**src/rtl/reg_pipe.sv**
```systemverilog
// Elastic register pipeline: DEPTH registered stages with per-stage valid bits,
// valid/ready on both sides, bubble collapsing, occupancy count and flush.
module reg_pipe #(
  parameter int WIDTH = 8,
  parameter int DEPTH = 4,
  parameter int CW    = $clog2(DEPTH + 1)
) (
  input  logic             clk,
  input  logic             reset,
  input  logic             flush,
  input  logic             in_valid,
  output logic             in_ready,
  input  logic [WIDTH-1:0] in_data,
  output logic             out_valid,
  input  logic             out_ready,
  output logic [WIDTH-1:0] out_data,
  output logic [CW-1:0]    count
);

  localparam logic [CW-1:0] CNT_ONE = CW'(1'b1);

  logic [DEPTH-1:0] vld_r;
  logic [WIDTH-1:0] dat_r [DEPTH];
  logic [CW-1:0]    count_r;
  logic [DEPTH-1:0] adv_s;
  logic             in_ready_s;
  logic             out_valid_s;
  logic             accept_s;
  logic             xfer_s;

  // Advance chain: a stage moves when the stage ahead is empty or moving itself.
  always_comb begin : adv_chain
    logic carry_s;
    adv_s            = {DEPTH{1'b0}};
    carry_s          = vld_r[DEPTH-1] & out_ready;
    adv_s[DEPTH-1]   = carry_s;
    for (int i = DEPTH - 2; i >= 0; i--) begin
      carry_s  = vld_r[i] & (~vld_r[i+1] | carry_s);
      adv_s[i] = carry_s;
    end
  end

  // Handshake qualifiers; reset forces ready low, flush blocks both transfers.
  always_comb begin
    in_ready_s  = reset & ~flush & (~vld_r[0] | adv_s[0]);
    out_valid_s = vld_r[DEPTH-1] & ~flush;
    accept_s    = in_valid & in_ready_s;
    xfer_s      = out_valid_s & out_ready;
  end

  // Stage registers: data only changes when a stage is loaded, so a stalled
  // output word is held stable.
  always_ff @(posedge clk or negedge reset) begin
    if (!reset) begin
      vld_r <= {DEPTH{1'b0}};
      for (int i = 0; i < DEPTH; i++) begin
        dat_r[i] <= {WIDTH{1'b0}};
      end
    end else if (flush) begin
      vld_r <= {DEPTH{1'b0}};
    end else begin
      if (accept_s) begin
        vld_r[0] <= 1'b1;
        dat_r[0] <= in_data;
      end else if (adv_s[0]) begin
        vld_r[0] <= 1'b0;
      end
      for (int i = 1; i < DEPTH; i++) begin
        if (adv_s[i-1]) begin
          vld_r[i] <= 1'b1;
          dat_r[i] <= dat_r[i-1];
        end else if (adv_s[i]) begin
          vld_r[i] <= 1'b0;
        end
      end
    end
  end

  // Occupancy: net change of one accept and one output transfer per cycle.
  always_ff @(posedge clk or negedge reset) begin
    if (!reset) begin
      count_r <= {CW{1'b0}};
    end else if (flush) begin
      count_r <= {CW{1'b0}};
    end else begin
      case ({accept_s, xfer_s})
        2'b10:   count_r <= count_r + CNT_ONE;
        2'b01:   count_r <= count_r - CNT_ONE;
        default: count_r <= count_r;
      endcase
    end
  end

  assign in_ready  = in_ready_s;
  assign out_valid = out_valid_s;
  assign out_data  = dat_r[DEPTH-1];
  assign count     = count_r;

endmodule

```
**config.mk**
```make
export PLATFORM = sky130hd
export DESIGN_NAME = reg_pipe
export DESIGN_NICKNAME = d
export VERILOG_FILES = /design/src/rtl/reg_pipe.sv
export SDC_FILE = /design/constraint.sdc
export NUM_CORES = 1
export LEC_CHECK = 0
export CELL_PAD_IN_SITES_DETAIL_PLACEMENT = 1
export CELL_PAD_IN_SITES_GLOBAL_PLACEMENT = 2
export CORE_MARGIN = 2
export CORE_UTILIZATION = 29
export CTS_BUF_LIST = sky130_fd_sc_hd__clkbuf_16
export CTS_CLUSTER_SIZE = 10
export DETAILED_ROUTE_END_ITERATION = 10
export PLACE_DENSITY_LB_ADDON = 0.1
export SLEW_MARGIN = 20
export SYNTH_ARGS = -nofsm -noshare
export SYNTH_HDL_FRONTEND = slang
export SYNTH_SLANG_ARGS = --single-unit
export TNS_END_PERCENT = 50
```
**constraint.sdc**
```tcl
create_clock -name clk -period 2.1 [get_ports clk]
set_clock_uncertainty 0.1 [all_clocks]
set_input_delay 0.42 -clock clk [delete_from_list [all_inputs] [get_ports clk]]
set_output_delay 0.42 -clock clk [all_outputs]
set_load 0.01 [all_outputs]
```
# After elaboration in Yosys (flattened, before gate mapping)
# Index checks and enable logic that the tools add are counted.
# classes
mux	11
n_lt_le_gt_ge	0
div_mod_pow	0
n_shift	0
n_reduce_logical	9
multipliers	0
bitwise_logic	18
eq_ne	2
addsub	2
# op_table
operator	n
nonzero test 3 bit	5
AND 1 bit	9
2-to-1 mux 1 bit	8
AND reduction 2 bit	4
one-hot mux 3 bit (2 select lines)	1
inverter 1 bit	5
2-to-1 mux 4 bit	1
OR 1 bit	4
adder 3 x 1 -> 3 bit (second input constant)	1
2-to-1 mux 3 bit	1
subtractor 3 x 1 -> 3 bit (second input constant)	1
equality test 2 x 1 -> 1 bit (second input constant)	1
equality test 2 bit (second input constant)	1
# word_totals
elab_cells	51
n_memories	0
in_bits	13
latchBits	0
out_inout_bits	13
ramBits	0
romBits	0
regBits	39

# Longest topological paths before layout
# Gate-level depths: netlist (run 1).
# depth
depth_word	13
mapped_depth	8
depth_no_buf	7

# Least setup slack after synthesis (run 1)
# No wires, ideal clock.
# synth_path
path_kind	input -> register
from	input port flush
to	register count_r[2] (netlist: count[2])
setup_slack_ns	0.179
path_buffers	2
arrival_ns	1.692
t_required_ns	1.871
setup_time_ns	0.129
path_stages	8
path_cell_list	buf_4 -> clkbuf_1 -> nor3b_1 -> fa_1 -> nor2b_1 -> a41oi_1 -> o21ai_0 -> o21ai_0
# synth_between
elab_chain_len	7
word_cells_on_any_way	11
cone_classes	2 x eq/ne; 2 x mux; 6 x bitwise; 1 x reduce/logical
# synth_lines
item	line_no	source
start, declared	10	input logic flush,
inverter 1 bit (no line)	-	
AND 1 bit (2 in series)	45	in_ready_s = reset & ~flush & (~vld_r[0] | adv_s[0]);
AND 1 bit	47	accept_s = in_valid & in_ready_s;
equality test 2 x 1 -> 1 bit or equality test 2 bit (tied branches)	86	case ({accept_s, xfer_s})
one-hot mux 3 bit (2 select lines)	86	
2-to-1 mux 3 bit	83	end else if (flush) begin
end signal, assigned	84	count_r <= {CW{1'b0}};
end signal, assigned	87	2'b10: count_r <= count_r + CNT_ONE;
end signal, assigned	88	2'b01: count_r <= count_r - CNT_ONE;
end, declared	24	logic [CW-1:0] count_r;
# Several ways; a longest one is shown, not always the timed one.
# A chain may end at the register's enable or synchronous reset.

# Worst setup path in the final report (run 1)
# layout_path
from	register vld_r[3]
to	output port out_valid
# layout_between
elab_chain_len	1
# layout_lines
item	line_no	source
start, declared	22	logic [DEPTH-1:0] vld_r;
start signal, assigned	55	vld_r <= {DEPTH{1'b0}};
start signal, assigned	60	vld_r <= {DEPTH{1'b0}};
AND 1 bit	46	out_valid_s = vld_r[DEPTH-1] & ~flush;
end, declared	14	output logic out_valid,
# Every way passes these cells.

==> results of run 1 <==
synth_stat cells (all sizes together), types with 2 or more instances:
library cell,count
o21ai,3
nand2,5
nor2,7
nand2b,2
mux2,34
a21oi,3
or3b,2
nor2b,3
dfrtp,39
buf,11
cells by family after synthesis:
family | synth area share (%)
AO/OA/AOI/OAI | 3.91
adder cells (fa/ha/maj) | 1.14
buffers and inverters | 5.33
flip-flops | 55.5
multiplexers | 25.7
AND/OR/NAND/NOR | 8.39
sequential cells by signal, indices dropped and copies added, names as in the netlist:
register / cells
vld_r: 4
count: 3
out_data: 8
dat_r: 24
routing by layer:
metal  vias to the layer above  routed length (um)  track usage (%)  part of all wire (%)
met5                         -                   0                0                     0
met4                         0                  46             4.00                   1.4
met3                         6                 126             3.63                   3.8
li1                        485                   -                -                     -
met2                        22                1490             16.8                    45
met1                       510                1640             15.5                    50
worst max-delay path: stages (launching register included):
cell	delay [ns]
dfrtp_1	0.37
buf_4	0.14
nor2b_1	0.14
clkdlybuf4s50_1	0.55
area by class of cell:
type	count	share of cell area [%]
inverter	1	0.165
clock buffer	5	5.49
timing repair buffer	39	16.3
tap	75	4.11
multi-input combinational	70	30.4
clock inverter	3	0.713
sequential	39	42.8
power by group through the flow:
stage / clock [mW] / sequential (mW) / combinational [mW]
2_1_floorplan: 0 / 0.987 / 0.255
3_3_place_gp: 0 / 1.02 / 0.334
3_5_place_dp: 0 / 1.03 / 0.346
4_1_cts: 0.743 / 1.02 / 0.346
5_1_grt: 0.764 / 1.04 / 0.371
6_report: 0.714 / 1.01 / 0.338
path summary, 6_finish.rpt:
kind                                           end  slack [ns]  cells past startpoint
hold / removal                vld_r[1]$_DFFE_PN0P_        0.14                      2
setup reg to reg             dat_r[17]$_DFFE_PN0P_        0.22                      5
setup / recovery                         out_valid        0.10                      3
hold reg to reg            out_data[4]$_DFFE_PN0P_        0.40                      1
max in group asynchronous    dat_r[20]$_DFFE_PN0P_        1.40                      2
min in group clk           out_data[4]$_DFFE_PN0P_        0.40                      1
repair_timing:
action                     4_1_cts  5_1_grt
setup endpoints to repair        2        2
resized for setup                5        4
setup buffers                    0        0
hold endpoints to repair         0        0
hold buffers                     0        0
through the flow:
step / worst slack [ns] / power [mW] / std cells / util, %
after floorplan: 0.179 / 1.24 / 122 / -
after global placement: -0.284 / 1.35 / 224 / 36.3
after detailed placement: -0.327 / 1.38 / 224 / 36.3
after CTS: 0.0180 / 2.11 / 232 / 38.6
after global routing: 0.0593 / 2.18 / 232 / 38.8
final: 0.105 / 2.06 / 232 / 38.8
==> metrics.log, run 1 <==
[metrics] count of different cell masters after synthesis: 25
[metrics] number of nets in the synthesized netlist: 136
[metrics] Die Outline Area: 0.00671 mm^2
[metrics] Worst setup startpoint: vld_r[3]$_DFFE_PN0P_
[metrics] min cycle time layout: 2.00 ns
[metrics] HP Class: primary input to asynchronous set/reset pin
[metrics] maximum number of pins on one net before global-route repair: 40
[metrics] vias in the first global route: 1,109
[metrics] Power per Cell Area: 905 mW/mm^2
[metrics] data arrival time of the critical path: 1.48 ns
[metrics] headroom to the max-slew limit: 66.5%
[metrics] Initial Utilization: 29.9%
[metrics] Least-Margin Pin Slew: 0.503 ns
[metrics] DRC violations left: 0
[metrics] kind of critical path: flip-flop to output port
[metrics] relative contribution of combinational cells to total power: 16.4%
[metrics] first-pass iteration count of the detailed router: 3
[metrics] CTS Root Buffer Type: clkbuf_16
[metrics] CTS clk-pin slew, worst paths: 0.06 ns
[metrics] aggregate global-route resource usage: 11.3%
[metrics] NumNets Final: 170
[metrics] Filler cells: 622
[metrics] clock tree from TritonCTS: yes
[metrics] number of warnings reported in the yosys synthesis log: 0
[metrics] RSZ-0062 raised after global routing: no
[metrics] mean instance size in the synthesized netlist: 14.4 um^2
[metrics] switching power: 477 uW
[metrics] switching part of the total: 23.1%
[metrics] Power Internal: 1.59 mW
[metrics] global-route wire length before repair: 5520 um
[metrics] run status: completed
[metrics] DRT Wirelength: 3300 um
[metrics] largest area contributor in the synthesized netlist: dfrtp_1
[metrics] setup_tns: 0 ns
[metrics] count of inserted antenna diode cells: 0
[metrics] die height: 81.9 um
[metrics] share of synthesized flip-flops with an asynchronous set or reset: 100%
[metrics] leading cell types in the layout, fill and taps excluded: dfrtp_1, clkdlybuf4s50_1, mux2_2
[metrics] highest net fanout along the worst path: 5
[metrics] final instance area: 0.00228 mm^2
[metrics] most common library cell in the layout ignoring fill and taps: dfrtp_1
[metrics] top-area cell type share of the netlist area: 55.5%
[metrics] #FFs+latches synth: 39
[metrics] Critical Path Start Type: flip-flop
[metrics] clock latency reported for the late side of the worst-skew pair: 0.28 ns
[metrics] leakage power: 1.08 nW
[metrics] die extent in x: 81.9 um
[metrics] post-detailed-route via-to-cell ratio: 4.41
[metrics] Congestion Overflow GR: 0
[metrics] instance area after placement: 0.00214 mm^2
[metrics] io pins: 26
[metrics] Critical R2R Launch: vld_r[2]$_DFFE_PN0P_
[metrics] number of DRC markers in iteration 0: 32
[metrics] gp weighted congestion: 0.707
[metrics] count of flip-flops with a built-in enable after synthesis: 0
[metrics] count of final hold-check violations: 0
[metrics] vias post-DR: 1,023
[metrics] part of the cycle the worst path needs: 95.0%
[metrics] synthesis-to-finish area growth: 29.7%
[metrics] Max-cap violations: 0
[metrics] sequential share of the synthesized area: 55.5%
[metrics] Crit path required time: 1.58 ns
[metrics] WL per Instance: 14.2 um
[metrics] number of placement rows: 28
[metrics] register share of total power: 49.0%
[metrics] crit path capture type: output port
[metrics] Final Hold Slack: 0.141 ns
[metrics] relative contribution of the clock network to total power: 34.6%
[metrics] multi-input logic area: 694 um^2
[metrics] half-perimeter wire length after placement: 2500 um
[metrics] total clock buffers created by CTS: 5
[metrics] post-detailed-route count of antenna-violating nets: 0
[metrics] gate count after technology mapping: 122
[metrics] fraction of final layout cells sized beyond drive strength 1: 38.9%
[metrics] peak clock frequency supported by timing: 501 MHz
[metrics] leading cell types by total area after synthesis: dfrtp_1, mux2_4, mux2_2
[metrics] buffer levels on the longest clock path: 2
[metrics] primary flip-flop cell chosen by synthesis mapping: dfrtp_1
[metrics] count of input and output buffers: 25
[metrics] Slew Limit Fails: 0
[metrics] antenna violations before repair: 0
[metrics] core outline area: 0.00589 mm^2
[metrics] count of final setup violators: 0
[metrics] number of sinks on the clock net: 39
[metrics] largest vdd supply drop: 392 uV
[metrics] footprint of the flip-flops and latches: 976 um^2
[metrics] Clock H-tree levels: 2
[metrics] netlist area before placement: 0.00176 mm^2
No activity file was read; power rests on OpenSTA's default activity.
==> run 2, diff against run 1 <==
Settings changed: HOLD_SLACK_MARGIN set to 0.1, RECOVER_POWER set to 25.
==> metrics.log, run 2 (synthesized netlist as in run 1, its figures left out) <==
[metrics] fraction of final layout cells sized beyond drive strength 1: 38.2% (-0.64 points)
[metrics] buffer levels on the longest clock path: 2 (unchanged)
[metrics] total clock buffers created by CTS: 5 (unchanged)
[metrics] count of input and output buffers: 25 (unchanged)
[metrics] worst setup path endpoint: out_valid
[metrics] kind of critical path: flip-flop to output port
[metrics] Slew Limit Fails: 0 (unchanged)
[metrics] NumNets Final: 170 (unchanged)
[metrics] number of placement rows: 28 (unchanged)
[metrics] Tot Pwr: 2.06 mW (about the same)
[metrics] clock tree from TritonCTS: yes
[metrics] CTS Root Buffer Type: clkbuf_16
[metrics] final core utilization: 38.7% (-0.064 points)
[metrics] maximum number of pins on one net before global-route repair: 40 (unchanged)
[metrics] most common library cell in the layout ignoring fill and taps: dfrtp_1
[metrics] leading cell types in the layout, fill and taps excluded: dfrtp_1, clkdlybuf4s50_1, mux2_2
[metrics] count of final hold-check violations: 0 (unchanged)
[metrics] leakage power: 1.08 nW (-0.31%)
[metrics] Die Outline Area: 0.00671 mm^2 (unchanged)
[metrics] run status: completed
[metrics] clock latency reported for the late side of the worst-skew pair: 0.28 ns (about the same)
[metrics] antenna violations before repair: 0 (unchanged)
[metrics] part of the cycle the worst path needs: 95.0% (unchanged)
[metrics] hold_buf cts: 0 (unchanged)
[metrics] count of final setup violators: 0 (unchanged)
[metrics] Clock H-tree levels: 2 (unchanged)
[metrics] Final Hold Slack: 0.386 ns (+0.245 ns)
[metrics] count of inserted antenna diode cells: 0 (unchanged)
[metrics] vias post-DR: 1,023 (unchanged)
[metrics] Filler cells: 624 (+0.32%)
[metrics] Power per Cell Area: 906 mW/mm^2 (+0.12%)
[metrics] Critical R2R Launch: vld_r[2]$_DFFE_PN0P_
[metrics] DRT Wirelength: 3300 um (about the same)
[metrics] Least-Margin Pin Slew: 0.977 ns (+0.474 ns)
[metrics] peak clock frequency supported by timing: 501 MHz (unchanged)
[metrics] synthesis-to-finish area growth: 29.4%
[metrics] Congestion Overflow GR: 0 (unchanged)
[metrics] number of sinks on the clock net: 39 (unchanged)
[metrics] first-pass iteration count of the detailed router: 3 (unchanged)
[metrics] number of flip-flops in the largest register: 24 (unchanged)
[metrics] cells on worst reg2reg path: 5 (unchanged)
[metrics] HP Class: primary input to asynchronous set/reset pin
[metrics] post-detailed-route via-to-cell ratio: 4.41 (unchanged)
[metrics] post-detailed-route count of antenna-violating nets: 0 (unchanged)
[metrics] largest vdd supply drop: 392 uV (about the same)
[metrics] core outline area: 0.00589 mm^2 (unchanged)
[metrics] vias in the first global route: 1,109 (unchanged)
[metrics] die height: 81.9 um (unchanged)
[metrics] count of buffers added by post-CTS timing repair for setup: 0 (unchanged)
[metrics] Max-cap violations: 0 (unchanged)
[metrics] gp weighted congestion: 0.707 (unchanged)
[metrics] register bank with the most flops: dat_r
[metrics] CTS clk-pin slew, worst paths: 0.06 ns (about the same)
[metrics] headroom to the max-slew limit: 34.9% (-32 points)
[metrics] r2r setup slk: 0.22 ns (about the same)
[metrics] half-perimeter wire length after placement: 2500 um (unchanged)
[metrics] Critical Path Start Type: flip-flop
[metrics] aggregate global-route resource usage: 11.3% (unchanged)
[metrics] WL per Instance: 14.2 um (about the same)
[metrics] die extent in x: 81.9 um (unchanged)
[metrics] highest net fanout along the worst path: 5 (unchanged)
[metrics] DRC violations left: 0 (unchanged)
[metrics] crit path capture type: output port
[metrics] min cycle time layout: 2.00 ns (unchanged)
[metrics] Crit path required time: 1.58 ns (about the same)
[metrics] data arrival time of the critical path: 1.48 ns (about the same)
[metrics] Worst setup startpoint: vld_r[3]$_DFFE_PN0P_
[metrics] global-route wire length before repair: 5520 um (unchanged)
[metrics] number of DRC markers in iteration 0: 32 (unchanged)
[metrics] Initial Utilization: 29.9% (unchanged)
[metrics] io pins: 26 (unchanged)
[metrics] critical register-to-register path endpoint: dat_r[17]$_DFFE_PN0P_
[metrics] RSZ-0062 raised after global routing: no
[run 2: cell types whose count changed in the layout (fill, tap and decap cells not counted), sizes merged]
cell and delta:
buf -2, clkbuf +2
[run 2: worst min path at each step]
stage	from	endpoint	depth (start not counted)
floorplan	reset	count[0]$_DFFE_PN0P_	0
global placement	dat_r[28]$_DFFE_PN0P_	dat_r[20]$_DFFE_PN0P_	1
detailed placement	dat_r[24]$_DFFE_PN0P_	dat_r[16]$_DFFE_PN0P_	1
CTS	reset	dat_r[16]$_DFFE_PN0P_	2
global route	out_data[3]$_DFFE_PN0P_	out_data[3]$_DFFE_PN0P_	1
finish	reset	vld_r[1]$_DFFE_PN0P_	2
[run 2: layer usage]
metal	global-route usage [%]	wire length [um]
met5	0	0
met1	15.5	1630
met3	3.63	125
met4	4.00	46
met2	16.8	1490
[run 2: layout make-up]
cell class	instances	area [um^2]	share of cell area, %
tap	75	93.8	4.12
inverter	1	3.75	0.165
timing repair buffer	39	368	16.2
multi-input combinational	70	694	30.5
sequential	39	976	42.9
clock buffer	5	125	5.49
clock inverter	3	16.3	0.714
[run 2: power breakdown]
group	total, mW	switching, mW	leakage, nW	internal, mW
sequential	1.01	0.0972	0.500	0.914
combinational	0.337	0.0975	0.507	0.240
clock	0.714	0.282	0.0710	0.433
total	2.06	0.477	1.08	1.59
[run 2: what timing repair did]
| item | CTS | global route |
|---|---|---|
| setup endpoints to repair | 2 | 2 |
| gates resized for setup | 5 | 4 |
| endpoints found under the hold margin | 0 | 0 |
[run 2: per-stage QoR]
step	cell area, um^2	setup TNS [ns]	worst slack (ns)	cells
final	2280	0	0.105	232
after global routing	2280	0	0.0546	232
after CTS	2270	0	0.0180	232
after detailed placement	2140	-5.76	-0.327	224
after global placement	2140	-5.22	-0.284	224
after floorplan	1760	0	0.179	122
[run 2: worst max-delay path: stages, from the launching register on]
cell and delay, ns:
dfrtp_1 0.37, buf_4 0.14, nor2b_1 0.14, clkdlybuf4s50_1 0.55
